<file path="src/rtl/fp16_addsub_ctrl.sv">
// rtl/fp16_addsub_ctrl.sv - multi-cycle half-precision adder/subtractor with shift-per-cycle align and normalize
module fp16_addsub_ctrl (
    input  logic        clk,
    input  logic        rst_n,
    input  logic        start,
    input  logic        op,
    input  logic [15:0] in_a,
    input  logic [15:0] in_b,
    output logic        busy,
    output logic        done,
    output logic [15:0] q,
    output logic [4:0]  flags
);

    typedef enum logic [2:0] {
        S_IDLE, S_UNPACK, S_ALIGN, S_ADD, S_NORM, S_ROUND, S_DONE
    } state_t;

    state_t      state_q, state_d;
    logic [15:0] a_q, a_d, b_q, b_d, q_q, q_d;
    logic        op_q, op_d, sign_q, sign_d, sub_q, sub_d;
    logic [5:0]  exp_q, exp_d;
    logic [14:0] mb_q, mb_d, ms_q, ms_d;
    logic [3:0]  cnt_q, cnt_d;
    logic [4:0]  flags_q, flags_d;

    logic        sa, sb, a_nan, b_nan, a_inf, b_inf, a_big;
    logic [4:0]  ea, eb, ea_eff, eb_eff, e_big, e_sm, d;
    logic [14:0] ma, mbv, add_sum;
    logic        rnd_up, r_hid, inexact;
    logic [11:0] rsum;
    logic [5:0]  r_exp;
    logic [9:0]  r_frac;

    assign sa     = a_q[15];
    assign sb     = b_q[15] ^ op_q;
    assign ea     = a_q[14:10];
    assign eb     = b_q[14:10];
    assign a_nan  = (&ea) & (|a_q[9:0]);
    assign b_nan  = (&eb) & (|b_q[9:0]);
    assign a_inf  = (&ea) & ~(|a_q[9:0]);
    assign b_inf  = (&eb) & ~(|b_q[9:0]);
    assign a_big  = a_q[14:0] >= b_q[14:0];
    assign ea_eff = (ea == 5'd0) ? 5'd1 : ea;
    assign eb_eff = (eb == 5'd0) ? 5'd1 : eb;
    assign ma     = {1'b0, |ea, a_q[9:0], 3'b000};
    assign mbv    = {1'b0, |eb, b_q[9:0], 3'b000};
    assign e_big  = a_big ? ea_eff : eb_eff;
    assign e_sm   = a_big ? eb_eff : ea_eff;
    assign d      = e_big - e_sm;

    assign add_sum = sub_q ? (mb_q - ms_q) : (mb_q + ms_q);

    // Rounding carry out of the 11-bit significand renormalizes in the same cycle.
    assign rnd_up  = mb_q[2] & (mb_q[1] | mb_q[0] | mb_q[3]);
    assign rsum    = {1'b0, mb_q[13:3]} + {11'd0, rnd_up};
    assign r_exp   = exp_q + {5'd0, rsum[11]};
    assign r_hid   = rsum[11] | rsum[10];
    assign r_frac  = rsum[11] ? rsum[10:1] : rsum[9:0];
    assign inexact = |mb_q[2:0];

    always_comb begin
        state_d = state_q;
        a_d     = a_q;
        b_d     = b_q;
        op_d    = op_q;
        sign_d  = sign_q;
        sub_d   = sub_q;
        exp_d   = exp_q;
        mb_d    = mb_q;
        ms_d    = ms_q;
        cnt_d   = cnt_q;
        q_d     = q_q;
        flags_d = flags_q;
        case (state_q)
            S_IDLE: begin
                if (start) begin
                    a_d     = in_a;
                    b_d     = in_b;
                    op_d    = op;
                    state_d = S_UNPACK;
                end
            end
            S_UNPACK: begin
                if (a_nan || b_nan || (a_inf && b_inf && (sa != sb))) begin
                    q_d     = 16'h7E00;
                    flags_d = 5'b10000;
                    state_d = S_DONE;
                end else if (a_inf || b_inf) begin
                    q_d     = {a_inf ? sa : sb, 5'h1F, 10'd0};
                    flags_d = 5'b00000;
                    state_d = S_DONE;
                end else begin
                    sign_d  = a_big ? sa : sb;
                    sub_d   = sa ^ sb;
                    exp_d   = {1'b0, e_big};
                    mb_d    = a_big ? ma : mbv;
                    ms_d    = a_big ? mbv : ma;
                    cnt_d   = (d > 5'd14) ? 4'd14 : d[3:0];
                    state_d = (d == 5'd0) ? S_ADD : S_ALIGN;
                end
            end
            S_ALIGN: begin
                ms_d  = {1'b0, ms_q[14:2], ms_q[1] | ms_q[0]};
                cnt_d = cnt_q - 4'd1;
                if (cnt_q == 4'd1) begin
                    state_d = S_ADD;
                end
            end
            S_ADD: begin
                mb_d = add_sum;
                if (sub_q && (add_sum == 15'd0)) begin
                    sign_d = 1'b0;
                end
                if (add_sum[14] || ((add_sum != 15'd0) && !add_sum[13] && (exp_q > 6'd1))) begin
                    state_d = S_NORM;
                end else begin
                    state_d = S_ROUND;
                end
            end
            S_NORM: begin
                if (mb_q[14]) begin
                    mb_d    = {1'b0, mb_q[14:2], mb_q[1] | mb_q[0]};
                    exp_d   = exp_q + 6'd1;
                    state_d = S_ROUND;
                end else begin
                    mb_d    = {mb_q[13:0], 1'b0};
                    exp_d   = exp_q - 6'd1;
                    state_d = (!mb_q[12] && (exp_q > 6'd2)) ? S_NORM : S_ROUND;
                end
            end
            S_ROUND: begin
                if (r_exp >= 6'd31) begin
                    q_d     = {sign_q, 5'h1F, 10'd0};
                    flags_d = 5'b00011;
                end else begin
                    q_d     = {sign_q, r_hid ? r_exp[4:0] : 5'd0, r_frac};
                    flags_d = {2'b00, ~mb_q[13] & inexact, 1'b0, inexact};
                end
                state_d = S_DONE;
            end
            S_DONE: begin
                state_d = S_IDLE;
            end
            default: begin
                state_d = S_IDLE;
            end
        endcase
    end

    always_ff @(posedge clk or negedge rst_n) begin
        if (!rst_n) begin
            state_q <= S_IDLE;
            a_q     <= 16'd0;
            b_q     <= 16'd0;
            op_q    <= 1'b0;
            sign_q  <= 1'b0;
            sub_q   <= 1'b0;
            exp_q   <= 6'd0;
            mb_q    <= 15'd0;
            ms_q    <= 15'd0;
            cnt_q   <= 4'd0;
            q_q     <= 16'd0;
            flags_q <= 5'd0;
        end else begin
            state_q <= state_d;
            a_q     <= a_d;
            b_q     <= b_d;
            op_q    <= op_d;
            sign_q  <= sign_d;
            sub_q   <= sub_d;
            exp_q   <= exp_d;
            mb_q    <= mb_d;
            ms_q    <= ms_d;
            cnt_q   <= cnt_d;
            q_q     <= q_d;
            flags_q <= flags_d;
        end
    end

    assign busy  = (state_q != S_IDLE);
    assign done  = (state_q == S_DONE);
    assign q     = q_q;
    assign flags = flags_q;

endmodule

</file>
<file path="config.mk">
export PLATFORM = sky130hd
export DESIGN_NAME = fp16_addsub_ctrl
export DESIGN_NICKNAME = d
export VERILOG_FILES = /design/src/rtl/fp16_addsub_ctrl.sv
export SDC_FILE = /design/constraint.sdc
export NUM_CORES = 1
export LEC_CHECK = 0
export ABC_CLOCK_PERIOD_IN_PS = 7100
export CAP_MARGIN = 20
export CORE_MARGIN = 4
export CORE_UTILIZATION = 64
export CTS_CLUSTER_DIAMETER = 80
export DETAILED_ROUTE_END_ITERATION = 6
export PLACE_DENSITY = 0.84
export SLEW_MARGIN = 30
export SYNTH_ARGS = -nofsm -noshare
export SYNTH_HDL_FRONTEND = slang
export SYNTH_SLANG_ARGS = --single-unit
</file>
<file path="constraint.sdc">
create_clock -name clk -period 7.1 [get_ports clk]
set_input_delay 1.065 -clock clk [delete_from_list [all_inputs] [get_ports clk]]
set_output_delay 1.065 -clock clk [all_outputs]
set_load 0.02 [all_outputs]
</file>
==> results of run 1 <==
state kept, by name, indices dropped and copies added, names as in the netlist:
signal,count
a_q,16
b_q,16
q,16
mb_q,15
ms_q,14
exp_q,6
cnt_q,4
flags,4
state_q,3
op_q,1
sign_q,1
sub_q,1
layer usage:
metal	wire length [µm]	up-vias	share of wire (%)
li1	-	2998	-
met1	7940	3044	43
met2	8830	280	48
met3	1160	46	6.3
met4	476	0	2.6
met5	0	-	0
placed cells by master (no fill, tap or decap), drive strengths merged, types with 3 or more instances in the layout:
master / synthesis / final
nand2b: 6 / 6
a21oi: 47 / 47
a31oi: 14 / 14
clkdlybuf4s50: 0 / 56
xor2: 9 / 9
mux2: 23 / 23
nand3: 33 / 33
a211oi: 3 / 3
and2: 7 / 7
xnor2: 30 / 30
o22a: 10 / 10
and3: 9 / 9
o221ai: 8 / 8
nand4: 11 / 11
o21a: 7 / 7
nand2: 88 / 88
nor3: 15 / 15
a22o: 3 / 3
clkbuf: 29 / 11
nor4: 8 / 8
buf: 13 / 7
nor2b: 4 / 4
o22ai: 14 / 14
mux2i: 14 / 14
o211ai: 12 / 12
a221oi: 3 / 3
nor2: 56 / 56
ha: 43 / 43
dfrtp: 97 / 97
o21ai: 74 / 74
a221o: 7 / 7
o31ai: 7 / 7
a21o: 14 / 14
or3: 5 / 5
or4: 4 / 4
inv: 39 / 41
per-stage QoR:
step | std cells | worst slack [ns]
4_1_cts | 972 | 2.69
6_report | 973 | 2.62
3_5_place_dp | 956 | 2.74
2_1_floorplan | 801 | 3.30
5_1_grt | 973 | 2.25
3_3_place_gp | 956 | 2.86
final timing paths:
kind                               to  slack (ns)  cells past startpoint
setup / recovery           state_q[0]        2.62                     16
hold / removal               flags[2]        0.49                      2
setup reg to reg           state_q[0]        2.62                     16
hold reg to reg              flags[2]        0.49                      2
max in group asynchronous     mb_q[0]        5.30                      2
min in group asynchronous        q[0]        0.62                      1
cells by family (layout without fill, tap and decap cells):
family | after synthesis | count (layout)
fa+ha+maj | 46 | 46
mux | 37 | 37
compound gates | 241 | 241
buf+inv | 82 | 118
other cells | 1 | 1
flops | 97 | 97
xor+xnor | 39 | 39
simple gates | 258 | 258
worst register-to-register path: stages (launching register included):
cell and delay [ns]:
dfrtp_1 0.47, ha_1 0.35, a21o_1 0.18, a21oi_1 0.14, nor2b_1 0.07, or3_1 0.55, nor2_2 0.65, a21oi_1 0.16
ha_1 0.25, fa_1 0.40, inv_1 0.07, a21o_1 0.11, a21oi_1 0.07, xnor2_1 0.19, o31ai_1 0.39, and3b_1 0.23
a21oi_1 0.13
final cells by class:
| type | count | area share (%) |
|---|---|---|
| timing repair buffer | 63 | 8.22 |
| sequential | 97 | 31.5 |
| inverter | 39 | 1.90 |
| multi-input combinational | 622 | 53.8 |
| clock inverter | 5 | 0.504 |
| tap | 136 | 2.21 |
| clock buffer | 11 | 1.84 |
==> results.json, run 1 <==
{
  "status": "completed",
  "chipWidth_um": 112,
  "dpl.hpwl_um": 13900,
  "drive_above_1_share_pct": 7.17,
  "finalInstanceArea_um2": 7700,
  "drt_iter0_drc": 688,
  "synth_top_area_share_pct": 35.1,
  "clock_latency_ns": 0.38,
  "clock-sinks": 97,
  "post-route-util_pct": 73.9,
  "io_buffers": 57,
  "vias": 6368,
  "synth_area_leader_cell": "dfrtp_1",
  "die_height_um": 112,
  "drt-pass1-iter-count": 5,
  "startpoint_type": "flip-flop",
  "grt_max_degree": 63,
  "synthesis.instances": 801,
  "critPathMaxFanout": 18,
  "dieArea_um2": 12500,
  "critPathSlowestCell": "nor2_2",
  "synth_compound_area_share_pct": 22.6,
  "routedWlPerCell_um": 18.9,
  "syn_to_final_growth_pct": 11.4,
  "syn_area_per_cell_um2": 8.63,
  "vias_per_cell": 6.54,
  "postCtsSetupBuffers": 0,
  "fmax_mhz": 223,
  "drt-total-wl_um": 18400,
  "grt_pass1_wl_um": 30500,
  "overflow": 0,
  "path_cells": "ha_1, a21o_1, a21oi_1, nor2b_1, or3_1, nor2_2, a21oi_1, ha_1, fa_1, inv_1, a21o_1, a21oi_1, xnor2_1, o31ai_1, and3b_1, a21oi_1",
  "h-tree-depth": 3,
  "antenna_left": 0,
  "antenna_found_initial": 0,
  "synth_mux_area_share_pct": 5.78,
  "grtUsageTotal_pct": 29.7,
  "critPathTopFamily": "simple AND/OR/NAND/NOR gates",
  "critPathCaptureType": "flip-flop",
  "finalCriticalPeriod_ns": 4.48,
  "syn_nets": 882,
  "gp_congestion": 0.924,
  "worstPathRequired_ns": 7.41,
  "max_stage_delay_ns": 0.65,
  "drv_slew": 0,
  "hp-class": "flip-flop to flip-flop",
  "synth_seq_area_share_pct": 35.1,
  "tns_ns": 0,
  "start_util_pct": 66.3,
  "grt_use_met3_pct": 4.24,
  "clk_pin_slew_worst_paths_ns": 0.10,
  "async_reset_ff_share_pct": 100,
  "yosys.area_share.simple_pct": 17.9,
  "cts_resized": 0,
  "grtUsageMet1_pct": 40.1,
  "fillers": 780,
  "worst-setup-path-type": "flip-flop to flip-flop",
  "grt_setup_unrepaired": "false",
  "finClkSkew_ns": 0.00562,
  "slew_headroom_pct": 43.6,
  "cp-startpoint": "a_q[12]",
  "period_share_pct": 63.1,
  "regArea_um2": 2430,
  "cp.arrival_ns": 4.79,
  "busiest_layer": "met2",
  "hold_ws_ns": 0.493,
  "yosys-top-cells-count": "dfrtp_1, nand2_1, o21ai_0",
  "num_rows": 37,
  "setup_viol": 0,
  "synth_cell_type_count": 76,
  "min_from": "flags[2]",
  "yosysMostFrequentCell": "dfrtp_1",
  "maxCapViolCount": 0,
  "core-area_um2": 10400,
  "ys_warn_count": 0,
  "finalNetCount": 913,
  "grt_use_met2_pct": 49.5,
  "hold_viol": 0,
  "synthXorXnorAreaFrac_pct": 4.94,
  "synth.top_cells.by_area": "dfrtp_1, ha_1, nand2_1, o21ai_0, xnor2_1",
  "drcViolationCount": 0,
  "synthAdderAreaFrac_pct": 8.51,
  "ios": 59,
  "synthFlopType": "dfrtp_1",
  "postCtsHoldBufs": 0,
  "placed_cell_area_um2": 7490,
  "clockBufferDepth": 2,
  "worst_pin_slew_ns": 0.844,
  "cp_num_buf_inv": 1,
  "first_global_vias": 6128,
  "synth_edf_count": 0,
  "r2r-start": "a_q[12]",
  "cts_tree": "done",
  "syn-cell-area_um2": 6910,
  "multi_input_area_um2": 4140,
  "synth_top_family_by_area": "compound AO/OA/AOI/OAI gates",
  "synth-seq-cells": 97,
  "cts_made_buffers": 9,
  "n_antenna_cell": 0,
  "ctsRootBufferMaster": "clkbuf_8",
  "path_common_cell": "a21oi_1"
}
Power of run 1 is left out: the tool's default activity adds up to more than one toggle a clock period on the data nets, which glitch-free logic cannot reach.
==> inputs of run 2 (changes only) <==
Settings changed: ABC_CLOCK_PERIOD_IN_PS 7100 to 4500, CORE_UTILIZATION 64 to 59, PLACE_DENSITY 0.84 to 0.78.
Clock period 7.1 ns to 4.5 ns, I/O delays scaled along.
==> run 2 against run 1 <==
  * First-iteration DRC count decreased by 13%
  * Via count increased by 1.5%
  * Critical endpoint unchanged
  * Largest cell class unchanged
  * Sequential share of layout area decreased by 0.70 points
  * Fmax increased by 9.1%
==> results.json, run 2 (synthesis results as in run 1) <==
{
  "path_common_cell": "a21oi_1",
  "io_buffers": 57,
  "postCtsSetupBuffers": 0,
  "critPathMaxFanout": 17,
  "drt_iter0_drc": 600,
  "vias_per_cell": 6.57,
  "drcViolationCount": 0,
  "drv_slew": 0,
  "drt-pass1-iter-count": 5,
  "grtUsageMet1_pct": 36.7,
  "finalCriticalPeriod_ns": 4.10,
  "maxCapViolCount": 0,
  "start_util_pct": 60.5,
  "final_common_cell": "dfrtp_1",
  "grtUsageTotal_pct": 28.1,
  "ios": 59,
  "cts_tree": "done",
  "antenna_found_initial": 0,
  "worst-setup-path-type": "flip-flop to flip-flop",
  "core-area_um2": 11400,
  "routedWlPerCell_um": 19.1,
  "postCtsHoldBufs": 0,
  "busiest_layer": "met2",
  "antenna_left": 0,
  "cts_resized": 0,
  "first_global_vias": 6187,
  "syn_to_final_growth_pct": 13.9,
  "dieArea_um2": 13500,
  "finClkSkew_ns": 0.0112,
  "max_stage_delay_ns": 0.56,
  "cp_num_buf_inv": 2,
  "ctsRootBufferMaster": "clkbuf_16",
  "die_height_um": 116,
  "cts_made_buffers": 9,
  "critPathCaptureType": "flip-flop",
  "final_cell_mix": "dfrtp_1, nand2_1, o21ai_0, clkdlybuf4s50_1, nor2_1",
  "grt_use_met2_pct": 47.7,
  "gp_congestion": 0.948,
  "grt_setup_unrepaired": "false",
  "drt-total-wl_um": 18800,
  "hp-class": "primary input to async pin",
  "worstPathRequired_ns": 4.77,
  "grt_use_met3_pct": 5.13,
  "dpl.hpwl_um": 13900,
  "num_rows": 39,
  "worst_pin_slew_ns": 0.816,
  "fmax_mhz": 244,
  "cp.arrival_ns": 4.38,
  "clockBufferDepth": 2,
  "grt_pass1_wl_um": 30300,
  "setup_viol": 0,
  "status": "completed",
  "critPathSlowestCell": "or3_1",
  "grt_max_degree": 71,
  "tns_ns": 0,
  "chipWidth_um": 116,
  "overflow": 0,
  "hold_viol": 0,
  "clk_pin_slew_worst_paths_ns": 0.07,
  "h-tree-depth": 3,
  "slew_headroom_pct": 45.5,
  "critPathTopFamily": "compound AO/OA/AOI/OAI gates",
  "clock_latency_ns": 0.35,
  "r2r-start": "b_q[12]",
  "path_cells": "inv_1, ha_1, a21o_1, a21oi_1, nor2b_1, or3_1, nor2_2, nor3_1, a21oi_1, ha_1, fa_1, inv_1, a21o_1, a21oi_1, xnor2_1, o31ai_1, and3b_1, a21oi_1",
  "clock-sinks": 97,
  "n_antenna_cell": 0,
  "cp-startpoint": "b_q[12]",
  "startpoint_type": "flip-flop",
  "finalNetCount": 916,
  "vias": 6461,
  "period_share_pct": 91.2,
  "drive_above_1_share_pct": 7.62
}
[run 2: worst register-to-register path: cells and delay by family (launching register included)]
kind | cells | cell delay [ns]
adder cells (fa/ha/maj) | 3 | 0.71
AO/OA/AOI/OAI | 7 | 1.34
buffers and inverters | 2 | 0.18
AND/OR/NAND/NOR | 5 | 1.27
flip-flops | 1 | 0.39
XOR/XNOR | 1 | 0.14
[run 2: metal layers]
| metal | vias up | share of wire, % | wire length, µm |
|---|---|---|---|
| met2 | 307 | 49 | 9130 |
| li1 | 3000 | - | - |
| met1 | 3113 | 43 | 8010 |
| met3 | 41 | 6.5 | 1230 |
| met5 | - | 0 | 0 |
| met4 | 0 | 2.2 | 420 |
[run 2: worst paths after layout]
| kind | slack, ns | endpoint | cells after the start |
|---|---|---|---|
| worst min-delay path | 0.33 | mb_q[4] | 1 |
| worst max register to register | 0.40 | state_q[0] | 18 |
| worst min register to register | 0.50 | q[9] | 1 |
| max in group asynchronous | 3.39 | mb_q[0] | 2 |
| worst max-delay path | 0.40 | state_q[0] | 18 |
| min in group clk | 0.50 | q[9] | 1 |
[run 2: area by class of cell]
type	count	area (µm²)
flip-flops and latches	97	2430
fillers	934	3550
multi-input cells	622	4140
clock buffers	11	253
repair buffers	66	659
inverters	39	146
clock inverters	5	67.6
well taps	143	179
[run 2: stage by stage]
stage,cell area [µm²],util [%],std cells,setup slack [ns],hold slack (ns)
global placement,7520,65.9,966,0.637,0.469
global route,7870,68.9,983,0.137,0.383
finish,7870,68.9,983,0.396,0.330
CTS,7840,68.7,982,0.436,0.494
floorplan,6910,-,801,0.698,0.379
detailed placement,7520,65.9,966,0.480,0.478
Power of run 2 is left out for the same reason.
